### src/rtl/alu_share_arbiter.sv
// alu_share_arbiter: one shared ALU time-multiplexed among NC cores through a
// round-robin IDLE/EXEC/DONE sequencer with registered grant and result strobes.
`default_nettype none

// ---------------------------------------------------------------------------
// Module  : alu
// Brief   : Combinational ALU with signed/unsigned overflow, masked to zero
//           for compare, logical and shift functions.
// Revision: 1.0
// ---------------------------------------------------------------------------
module alu #(
    parameter int N = 32
) (
    input  logic [N-1:0] a,
    input  logic [N-1:0] b,
    input  logic [3:0]   f,
    input  logic         imm,
    output logic [N-1:0] y,
    output logic         ovf
);
    localparam int SW = (N > 1) ? $clog2(N) : 1;

    logic [N-1:0] w_b;
    logic [N:0]   w_sum;
    logic [N:0]   w_diff;

    // Immediate form sign-extends the low half-word of operand B.
    generate
        if (N > 16) begin : g_imm_ext
            assign w_b = imm ? {{(N-16){b[15]}}, b[15:0]} : b;
        end else begin : g_imm_pass
            assign w_b = b;
        end
    endgenerate

    assign w_sum  = {1'b0, a} + {1'b0, w_b};
    assign w_diff = {1'b0, a} - {1'b0, w_b};

    always_comb begin
        y   = '0;
        ovf = 1'b0;
        case (f)
            4'b0000: begin
                y   = w_sum[N-1:0];
                ovf = (a[N-1] == w_b[N-1]) && (w_sum[N-1] != a[N-1]);
            end
            4'b0001: begin
                y   = w_sum[N-1:0];
                ovf = w_sum[N];
            end
            4'b0010: begin
                y   = w_diff[N-1:0];
                ovf = (a[N-1] != w_b[N-1]) && (w_diff[N-1] != a[N-1]);
            end
            4'b0011: begin
                y   = w_diff[N-1:0];
                ovf = w_diff[N];
            end
            4'b0100: y = a & w_b;
            4'b0101: y = a | w_b;
            4'b0110: y = a ^ w_b;
            4'b0111: y = ~(a | w_b);
            4'b1000: y = a << w_b[SW-1:0];
            4'b1001: y = a >> w_b[SW-1:0];
            4'b1010: y = {{(N-1){1'b0}}, ($signed(a) < $signed(w_b))};
            4'b1011: y = {{(N-1){1'b0}}, (a < w_b)};
            default: y = '0;
        endcase
    end
endmodule

// ---------------------------------------------------------------------------
// Module  : alu_share_arbiter
// Brief   : Round-robin sharing of a single ALU among NC requesting cores.
// Revision: 1.0
// ---------------------------------------------------------------------------
module alu_share_arbiter #(
    parameter int N  = 32,
    parameter int NC = 4
) (
    input  logic            clk,
    input  logic            reset,
    input  logic [NC-1:0]   req,
    input  logic [NC*N-1:0] a_in,
    input  logic [NC*N-1:0] b_in,
    input  logic [NC*4-1:0] af_in,
    input  logic [NC-1:0]   i_in,
    output logic [NC-1:0]   gnt,
    output logic [NC-1:0]   res_valid,
    output logic [N-1:0]    res,
    output logic            ovf,
    output logic            busy
);
    localparam int PW = $clog2(NC);

    typedef enum logic [1:0] {
        IDLE = 2'd0,
        EXEC = 2'd1,
        DONE = 2'd2
    } state_t;

    state_t        r_state;
    logic [PW-1:0] r_ptr;
    logic [PW-1:0] r_owner;
    logic [N-1:0]  r_a;
    logic [N-1:0]  r_b;
    logic [3:0]    r_af;
    logic          r_i;

    logic          w_found;
    logic [PW-1:0] w_win;
    logic [N-1:0]  w_alu_y;
    logic          w_alu_ovf;

    // First requester scanning upward from the rotating pointer.
    always_comb begin
        w_found = 1'b0;
        w_win   = '0;
        for (int k = 0; k < NC; k++) begin
            if (!w_found && req[(int'(r_ptr) + k) % NC]) begin
                w_found = 1'b1;
                w_win   = PW'((int'(r_ptr) + k) % NC);
            end
        end
    end

    alu #(.N(N)) u_alu (
        .a   (r_a),
        .b   (r_b),
        .f   (r_af),
        .imm (r_i),
        .y   (w_alu_y),
        .ovf (w_alu_ovf)
    );

    assign busy = (r_state != IDLE);

    always_ff @(posedge clk or posedge reset) begin
        if (reset) begin
            r_state   <= IDLE;
            r_ptr     <= '0;
            r_owner   <= '0;
            r_a       <= '0;
            r_b       <= '0;
            r_af      <= '0;
            r_i       <= 1'b0;
            gnt       <= '0;
            res_valid <= '0;
            res       <= '0;
            ovf       <= 1'b0;
        end else begin
            case (r_state)
                IDLE: begin
                    res_valid <= '0;
                    if (w_found) begin
                        r_state <= EXEC;
                        r_owner <= w_win;
                        r_a     <= a_in[w_win*N +: N];
                        r_b     <= b_in[w_win*N +: N];
                        r_af    <= af_in[w_win*4 +: 4];
                        r_i     <= i_in[w_win];
                        gnt     <= {{(NC-1){1'b0}}, 1'b1} << w_win;
                        r_ptr   <= (w_win == PW'(NC-1)) ? '0 : w_win + 1'b1;
                    end else begin
                        gnt <= '0;
                    end
                end
                EXEC: begin
                    r_state   <= DONE;
                    gnt       <= '0;
                    res       <= w_alu_y;
                    ovf       <= w_alu_ovf;
                    res_valid <= {{(NC-1){1'b0}}, 1'b1} << r_owner;
                end
                DONE: begin
                    r_state   <= IDLE;
                    res_valid <= '0;
                end
                default: begin
                    r_state   <= IDLE;
                    gnt       <= '0;
                    res_valid <= '0;
                end
            endcase
        end
    end
endmodule

`default_nettype wire

### config.mk
export PLATFORM = sky130hd
export DESIGN_NAME = alu_share_arbiter
export DESIGN_NICKNAME = d
export VERILOG_FILES = /design/src/rtl/alu_share_arbiter.sv
export SDC_FILE = /design/constraint.sdc
export NUM_CORES = 1
export LEC_CHECK = 0
export BUFFER_PORTS_ARGS = -buffer_cell sky130_fd_sc_hd__buf_2
export CAP_MARGIN = 30
export CORE_UTILIZATION = 40
export CTS_BUF_LIST = sky130_fd_sc_hd__clkbuf_16
export CTS_CLUSTER_SIZE = 10
export DETAILED_ROUTE_END_ITERATION = 8
export HOLD_SLACK_MARGIN = 0.03
export SKIP_LAST_GASP = 1
export SLEW_MARGIN = 10
export SYNTH_ARGS = -nofsm -noshare
export SYNTH_HDL_FRONTEND = slang
export SYNTH_SLANG_ARGS = --single-unit
export TNS_END_PERCENT = 20
### constraint.sdc
create_clock -name clk -period 9.8 [get_ports clk]
set_input_delay 0.98 -clock clk [delete_from_list [all_inputs] [get_ports clk]]
set_output_delay 0.98 -clock clk [all_outputs]
set_load 0.05 [all_outputs]
# Yosys cells after proc, flatten, opt, wreduce, memory -nomap -nowiden
# Index checks and enable logic that the tools add are counted.
word_totals:
  regBits: 116
  input_bits: 282
  out_inout_bits: 42
  elab_cells: 104
op_classes:
  add_sub_neg: 6
  order_cmp: 7
  eq_ne: 19
  shifts: 7
  mux: 30
  n_bitwise: 7
  n_reduce_logical: 17
op_table:
  columns: ["cell", "n"]
  rows:
  - ["$pmux 32 s10", 1]
  - ["$shiftx 128x8->32", 2]
  - ["$lt 32x32->1", 2]
  - ["$add 32x32->33", 1]
  - ["$sub 32x32->33", 1]
  - ["$and 32x32->32", 1]
  - ["$mux 32", 1]
  - ["$not 32->32", 1]
  - ["$or 32x32->32", 1]
  - ["$shl 32x5->32", 1]
  - ["$shr 32x5->32", 1]
  - ["$xor 32x32->32", 1]
  - ["$eq 4x3->1 const B", 4]
  - ["$eq 4x4->1 const B", 4]
  - ["$shiftx 16x5->4", 1]
  - ["$lt 3x4->1 const B", 3]
  - ["$mux 1", 12]
  - ["$mux 2", 6]
  - ["$bmux 1 s2", 5]
  - ["$reduce_or 2->1", 5]
  - ["$eq 4x2->1 const B", 2]
  - ["$mux 4", 2]
  - ["$pmux 4 s2", 1]
  - ["$shl 1x2->4 const A", 2]
  - ["other kinds (18)", 32]

# Depth between registers and ports, before layout
# Gate-level depths: netlist of the first run.
logic_depth:
  ltp_word: 17
  depth_mapped: 15
  mapped_depth_nobuf: 14

# Hierarchy
# From an unflattened synthesis of the first run, not the netlist that was laid out.
unflattened:
  cells_unflattened: 1801
  hier_area_um2: 14855.5
by_module_without_submodules:
  columns: ["module", "n_inst", "cells_per_inst", "area_each_um2", "seq_area_each_um2"]
  rows:
  - ["alu", 1, 1287, 8862.2, 0.0]
  - ["alu_share_arbiter", 1, 514, 5993.2, 2902.8]

# Least setup slack after synthesis of the first run
# No wires, ideal clock.
synth_path:
  path_kind: "reg-to-reg"
  startpoint: "reg r_b[3]"
  endpoint: "reg res[29]"
  setup_time_ns: 0.087
  t_arrival_ns: 3.418
  required_ns: 9.713
  setup_slack_ns: 6.296
  stages_incl_launch_ff: 16
  path_buffers: 4
  period_less_slack_ns: 3.504
  path_cell_list: "dfrtp_1 clkbuf_1 clkinv_1 clkbuf_1 clkbuf_1 ha_1 buf_2 o211a_1 a21oi_1 o221a_2 or3b_1 a31o_2 o31ai_1 a21oi_1 xnor2_1 o211ai_1"
synth_between:
  elab_chain_len: 3
  elab_cells_between_ends: 6
  classes_between: "add/sub: 2; shift: 2; mux: 2"
synth_rtl:
  columns: ["element", "line", "text"]
  rows:
  - ["start: declaration", "106", "logic [N-1:0] r_b;"]
  - ["start signal: assignment", "159", "r_b <= b_in[w_win*N +: N];"]
  - ["$mux 32 *", "30", "assign w_b = imm ? {{(N-16){b[15]}}, b[15:0]} : b;"]
  - ["$sub 32x32->33, or another cell as far along", "37", "assign w_diff = {1'b0, a} - {1'b0, w_b};"]
  - ["$pmux 32 s10 *", "42", "case (f)"]
  - ["end signal: assignment", "171", "res <= w_alu_y;"]
  - ["end: declaration", "90", "output logic [N-1:0] res,"]
# Every way passes the cells marked *; elsewhere a longest branch is shown, timed or not.
# A chain may end at the register's enable or synchronous reset.

# Worst setup path in the final report of the first run
layout_path:
  startpoint: "reg r_b[1]"
  endpoint: "reg ovf"
layout_between:
  elab_chain_len: 5
  elab_cells_between_ends: 8
  classes_between: "add/sub: 2; eq/ne: 2; mux: 2; reduce/logical: 2"
layout_rtl:
  columns: ["element", "line", "text"]
  rows:
  - ["$mux 32 *", "30", null]
  - ["$sub 32x32->33 or $add 32x32->33 (tied branches)", "37, 36", null]
  - ["$ne 1x1->1 (on tied branches)", "53, 45", null]
  - ["$logic_and 1x1->1 (on tied branches)", "53, 45", null]
  - ["$pmux 1 s4 *", "42", null]
  - ["end signal: assignment", "172", "ovf <= w_alu_ovf;"]
  - ["end: declaration", "91", "output logic ovf,"]
# Marked as above.

==> out/qor.yml, run 1 <==
worst_slew_margin_rel: 0.3540
cts_num_sinks: 116
hold_viol: 0
min_period_over_period: 0.4385
die_w_um: 197.5
endpoint_kind: "register"
number_of_global_route_vias_before_repair: 15990
antenna_found_initial: 1
route.final.wire_length_um: 70860
max_slew.worst_pin.slew_ps: 966.7
synth-main-ff-cell: "sky130_fd_sc_hd__dfrtp_1"
clock-skew-final_ps: 12.97
cts_inserted_buffers: 17
insertion_delay_ps: 460
route.detailed.vias_per_inst: 5.984
multiInputGateArea_mm2: 0.01132
firstDrtPassIters: 8
die_area_mm2: 0.03899
critical_path_class: "register to register"
synth-edff-count: 0
rsz_0062_raised_after_global_routing: "false"
finalMaxSlewViolations: 0
finalWorstPathRequiredPeriod_ps: 4297
dr_iter_0_viols: 1720
critPathArrivalTime_ps: 4680
fin_util: 0.4714
regArea_mm2: 0.002913
grt_pass1_wl_um: 104100
yosysSeqAreaShare: 0.1899
wl_per_cell_um: 24.48
worstSetupStartpointType: "register"
synth_nets: 2563
clock_path_buffers: 2
start_util: 0.4057
worstPathRequired_ps: 10180
setup_buffers_after_cts: 0
htree_num_levels: 4
die_h_um: 197.5
clkTransAtPathRegs_ps: 70
drv.max_cap_violation_count: 0
detailedPlacementHpwl_um: 55780
final_design_area_no_fill_mm2: 0.01776
critPathMaxFanout: 66
place.port_buffers: 323
hold_path_class: "primary input to asynchronous set/reset pin"
ioPinCount: 324
fillerInstances: 3968
synthesis.instances: 2168
cts-root-buf: "sky130_fd_sc_hd__clkbuf_16"
place.gp.congestion: 1.010
synth.ff_latch_count: 116
fin_setup_tns_ps: 0
globalRouteOverflowTotal: 0
timing.reg2reg.worst_path_depth: 13
cts_tree: "done"
gr_util_all_layers: 0.3617
placement_rows: 71
grt_max_degree: 105
setup_viol_count_final: 0
layout.nets: 2766
post_route_cells_drive_above_1_share: 0.1988
dr_total_vias: 17320
post_dp_cell_area_mm2: 0.01710
max_freq_mhz: 232.7
outcome: "complete, no violations"
cts_resized: 0
ys.warnings.count: 0
synth-async-reset-ratio: 1.000
core_region_area_mm2: 0.03767
synthDistinctLibCells: 80
per_instance_average_area_after_synthesis_um2: 7.049
final_antenna_net_count: 0
drc_errors: 0
post_synthesis_instance_area_mm2: 0.01528
diodes: 0
hold_buffers: 0
layout-area-overhead-vs-synth_pct: 16.19
holdWs_ps: 417.4
-- critical path, cell delays in order (launching register included) --
cell and delay, ps:
sky130_fd_sc_hd__dfrtp_2 340, sky130_fd_sc_hd__buf_4 610, sky130_fd_sc_hd__clkinv_1 190, sky130_fd_sc_hd__buf_4 310, sky130_fd_sc_hd__fa_1 450, sky130_fd_sc_hd__nor2b_1 150
sky130_fd_sc_hd__o211ai_1 280, sky130_fd_sc_hd__nand3_1 210, sky130_fd_sc_hd__a211oi_1 440, sky130_fd_sc_hd__o21ai_1 230, sky130_fd_sc_hd__a311oi_1 470, sky130_fd_sc_hd__or4_1 230
sky130_fd_sc_hd__o211ai_1 130, sky130_fd_sc_hd__a41oi_2 180
-- synthesized netlist by cell type, drive strengths merged, types with 10 or more instances --
master,count,share of area
mux4,45,0.066
nand3,85,0.028
o21ai,195,0.064
xnor2,48,0.028
ha,111,0.091
a211oi,33,0.017
inv,98,0.024
nand2,472,0.12
nand2b,16,0.0066
a31oi,14,0.0057
a22oi,12,0.0059
nor3,31,0.010
dfrtp,116,0.19
mux2i,56,0.037
a211o,14,0.0080
buf,51,0.017
nand4,10,0.0041
clkbuf,115,0.028
o22ai,18,0.0074
o211ai,67,0.033
nor2,181,0.045
a221oi,10,0.0061
nor2b,17,0.0070
a21oi,159,0.052
a21o,23,0.011
o31ai,17,0.0084
and3,11,0.0045
xor2,12,0.0069
-- per-layer routing --
metal / vias up / global-route usage / share of wire
li1: 8071 / - / -
met1: 8244 / 0.5146 / 0.44
met2: 902 / 0.5353 / 0.43
met3: 106 / 0.08093 / 0.096
met4: 0 / 0.1203 / 0.032
met5: - / 0 / 0
-- kinds of logic after synthesis --
| kind of cell | count (synthesis) | synth area share |
|---|---|---|
| AOI/OAI and AO/OA | 643 | 0.2677 |
| xor gates and xnor gates | 60 | 0.03439 |
| adders and majority gates | 113 | 0.09350 |
| buffers and inverters | 270 | 0.07033 |
| DFF | 116 | 0.1899 |
| muxes | 107 | 0.1074 |
| and+or+nand+nor | 859 | 0.2367 |
-- per-stage QoR --
stage / instances / setup WS, ps
6_report: 2895 / 5503
2_1_floorplan: 2168 / 5748
3_3_place_gp: 2859 / 5584
3_5_place_dp: 2861 / 5539
5_1_grt: 2895 / 5145
4_1_cts: 2893 / 5530
-- sequential cells by signal (all words and copies together) (netlist names) --
name / flops
r_a: 32
r_b: 32
res: 32
gnt: 4
r_af: 4
res_valid: 4
r_owner: 2
r_ptr: 2
r_state: 2
ovf: 1
r_i: 1
-- path summary, 6_finish.rpt --
kind | startpoint | endpoint | slack (ps)
max | r_b[1] | ovf | 5500
min | reset | r_b[10] | 420
max reg2reg | r_b[1] | ovf | 5500
min reg2reg | res[8] | res[8] | 470
max in group asynchronous | reset | r_af[1] | 8370
min in group clk | res[8] | res[8] | 470
-- cell type report --
class	instances	share of cell area
clock inverters	15	0.01015
multi-input cells	1782	0.6377
well taps	511	0.03601
clock buffers	17	0.02396
flip-flops and latches	116	0.1640
inverters	104	0.02227
repair buffers	350	0.1058
-- cells in the final DEF, fill, tap and decap left out, types with 30 or more instances in the layout --
| cell | Yosys | routed |
|---|---|---|
| sky130_fd_sc_hd__nor2_1 | 180 | 179 |
| sky130_fd_sc_hd__ha_1 | 111 | 111 |
| sky130_fd_sc_hd__o21ai_0 | 189 | 189 |
| sky130_fd_sc_hd__a21oi_1 | 159 | 159 |
| sky130_fd_sc_hd__a211oi_1 | 32 | 32 |
| sky130_fd_sc_hd__mux4_2 | 45 | 45 |
| sky130_fd_sc_hd__buf_2 | 22 | 323 |
| sky130_fd_sc_hd__nor3_1 | 31 | 30 |
| sky130_fd_sc_hd__o211ai_1 | 67 | 67 |
| sky130_fd_sc_hd__nand2_1 | 472 | 472 |
| sky130_fd_sc_hd__inv_1 | 91 | 89 |
| sky130_fd_sc_hd__mux2i_1 | 56 | 56 |
| sky130_fd_sc_hd__xnor2_1 | 48 | 48 |
| sky130_fd_sc_hd__dfrtp_1 | 116 | 112 |
| sky130_fd_sc_hd__nand3_1 | 84 | 84 |
Power of run 1 is not shown: default switching activity piles up to over one toggle a cycle in this logic, so the estimate is an artifact.
==> run 2, diff against run 1 <==
==> constraint.sdc (replaced) <==
create_clock -name clk -period 4.5 [get_ports clk]
set_input_delay 0.45 -clock clk [delete_from_list [all_inputs] [get_ports clk]]
set_output_delay 0.45 -clock clk [all_outputs]
set_load 0.05 [all_outputs]
==> out/qor.yml, run 2 (same netlist as run 1, synthesis figures left out) <==
endpoint_kind: "register"  # unchanged
finalWorstPathRequiredPeriod_ps: 3908  # was 4297 ps
worst_slew_margin_rel: 0.3691  # was 0.3540
clkTransAtPathRegs_ps: 70  # about the same
top_regs: "r_a: 32 flops, r_b: 32 flops, res: 32 flops"  # unchanged
htree_num_levels: 4  # unchanged
post_route_cells_drive_above_1_share: 0.2038  # was 0.1988
wl_per_cell_um: 23.79  # was 24.48 µm
route.detailed.vias_per_inst: 5.953  # was 5.984
cts_resized: 0  # unchanged
place.port_buffers: 323  # unchanged
worstPathRequired_ps: 4860  # was 10180 ps
drv.max_cap_violation_count: 0  # unchanged
place.gp.congestion: 1.016  # was 1.010
start_util: 0.4057  # unchanged
core_region_area_mm2: 0.03767  # unchanged
hold_viol: 0  # unchanged
critical_path_class: "register to register"  # unchanged
max_freq_mhz: 255.9  # was 232.7 MHz
die_h_um: 197.5  # unchanged
dr_iter_0_viols: 1692  # was 1720
route.final.wire_length_um: 69300  # was 70860 µm
clock_path_buffers: 2  # unchanged
die_w_um: 197.5  # unchanged
worstSetupStartpointType: "register"  # unchanged
dr_total_vias: 17340  # was 17320
layout.cells.most_common_list: "sky130_fd_sc_hd__nand2_1 (472), sky130_fd_sc_hd__buf_2 (323), sky130_fd_sc_hd__o21ai_0 (189), sky130_fd_sc_hd__nor2_1 (179), sky130_fd_sc_hd__a21oi_1 (159)"  # unchanged
cts_inserted_buffers: 17  # unchanged
hold_path_class: "primary input to asynchronous set/reset pin"  # unchanged
fin_setup_tns_ps: 0  # unchanged
critPathArrivalTime_ps: 4270  # was 4680 ps
ioPinCount: 324  # unchanged
cts-root-buf: "sky130_fd_sc_hd__clkbuf_16"  # unchanged
finalMaxSlewViolations: 0  # unchanged
outcome: "complete, no violations"  # unchanged
final_design_area_no_fill_mm2: 0.01793  # was 0.01776 mm²
detailedPlacementHpwl_um: 55250  # was 55780 µm
critPathMaxFanout: 16  # was 66
insertion_delay_ps: 450  # was 460 ps
layout.nets: 2782  # was 2766
grt_pass1_wl_um: 101700  # was 104100 µm
cts_num_sinks: 116  # unchanged
cts_tree: "done"  # unchanged
gr_util_all_layers: 0.3517  # was 0.3617
layout_commonest_cell: "sky130_fd_sc_hd__nand2_1"  # unchanged
setup_buffers_after_cts: 0  # unchanged
clock-skew-final_ps: 10.65  # was 12.97 ps
post_dp_cell_area_mm2: 0.01727  # was 0.01710 mm²
grt_max_degree: 122  # was 105
placement_rows: 71  # unchanged
setup_viol_count_final: 0  # unchanged
globalRouteOverflowTotal: 0  # unchanged
final_antenna_net_count: 0  # unchanged
antenna_found_initial: 5  # was 1
hold_buffers: 0  # unchanged
layout-area-overhead-vs-synth_pct: 17.34  # was 16.19%
drc_errors: 0  # unchanged
rsz_0062_raised_after_global_routing: "false"  # unchanged
max_slew.worst_pin.slew_ps: 936.4  # was 966.7 ps
firstDrtPassIters: 6  # was 8
number_of_global_route_vias_before_repair: 15790  # was 15990
fillerInstances: 4019  # was 3968
die_area_mm2: 0.03899  # unchanged
min_period_over_period: 0.8685  # was 0.4385
==> run 2: changes by cell type in the layout (fill, tap and decap cells not counted), sizes merged <==
cell	delta
buf	+16
bufinv	+3
clkinv	+4
clkinvlp	+1
diode	+3
inv	-9
==> run 2: through the flow <==
step	utilization	worst slack, ps	std cells	hold slack (ps)
global placement	0.4586	675.2	2879	456.7
finish	0.4761	591.6	2913	137.6
floorplan	-	977.6	2168	450.1
detailed placement	0.4586	649.0	2879	464.7
global route	0.4760	335.3	2911	198.9
CTS	0.4759	613.0	2910	154.0
==> run 2: worst paths after layout <==
| check | slack (ps) | cells after the start | start | end |
|---|---|---|---|---|
| setup / recovery | 590 | 14 | r_b[15] | ovf |
| hold / removal | 140 | 2 | reset | r_a[11] |
| setup reg to reg | 590 | 14 | r_b[15] | ovf |
| hold reg to reg | 470 | 2 | res[15] | res[15] |
| max in group asynchronous | 3490 | 3 | reset | r_af[0] |
| min in group clk | 340 | 5 | a_in[66] | r_a[2] |
==> run 2: layer usage <==
layer | share of wire | global-route usage | vias up
met1 | 0.43 | 0.4822 | 8220
met2 | 0.43 | 0.5222 | 887
li1 | - | - | 8122
met3 | 0.098 | 0.08656 | 113
met5 | 0 | 0 | -
met4 | 0.040 | 0.1490 | 0
==> run 2: final cells by class <==
type	instances	area, µm²	area share
timing repair buffer	366	2002	0.1116
multi-input combinational	1782	11320	0.6315
tap	511	639.4	0.03565
clock buffer	17	425.4	0.02372
clock inverter	14	226.5	0.01263
inverter	104	395.4	0.02205
sequential	116	2913	0.1624
antenna	3	7.507	0.0004186
==> run 2: critical path: stages, from the launching register on <==
cell	delay (ps)
sky130_fd_sc_hd__dfrtp_1	370
sky130_fd_sc_hd__inv_1	130
sky130_fd_sc_hd__nor2_1	60
sky130_fd_sc_hd__buf_4	190
sky130_fd_sc_hd__a21oi_1	230
sky130_fd_sc_hd__ha_1	360
sky130_fd_sc_hd__inv_1	270
sky130_fd_sc_hd__nand4_1	270
sky130_fd_sc_hd__a311oi_1	420
sky130_fd_sc_hd__nor3_1	140
sky130_fd_sc_hd__o2111ai_1	310
sky130_fd_sc_hd__a41oi_2	270
sky130_fd_sc_hd__xnor2_1	170
sky130_fd_sc_hd__or4_1	420
sky130_fd_sc_hd__a41oi_2	190
Power of run 2 is left out for the same reason.
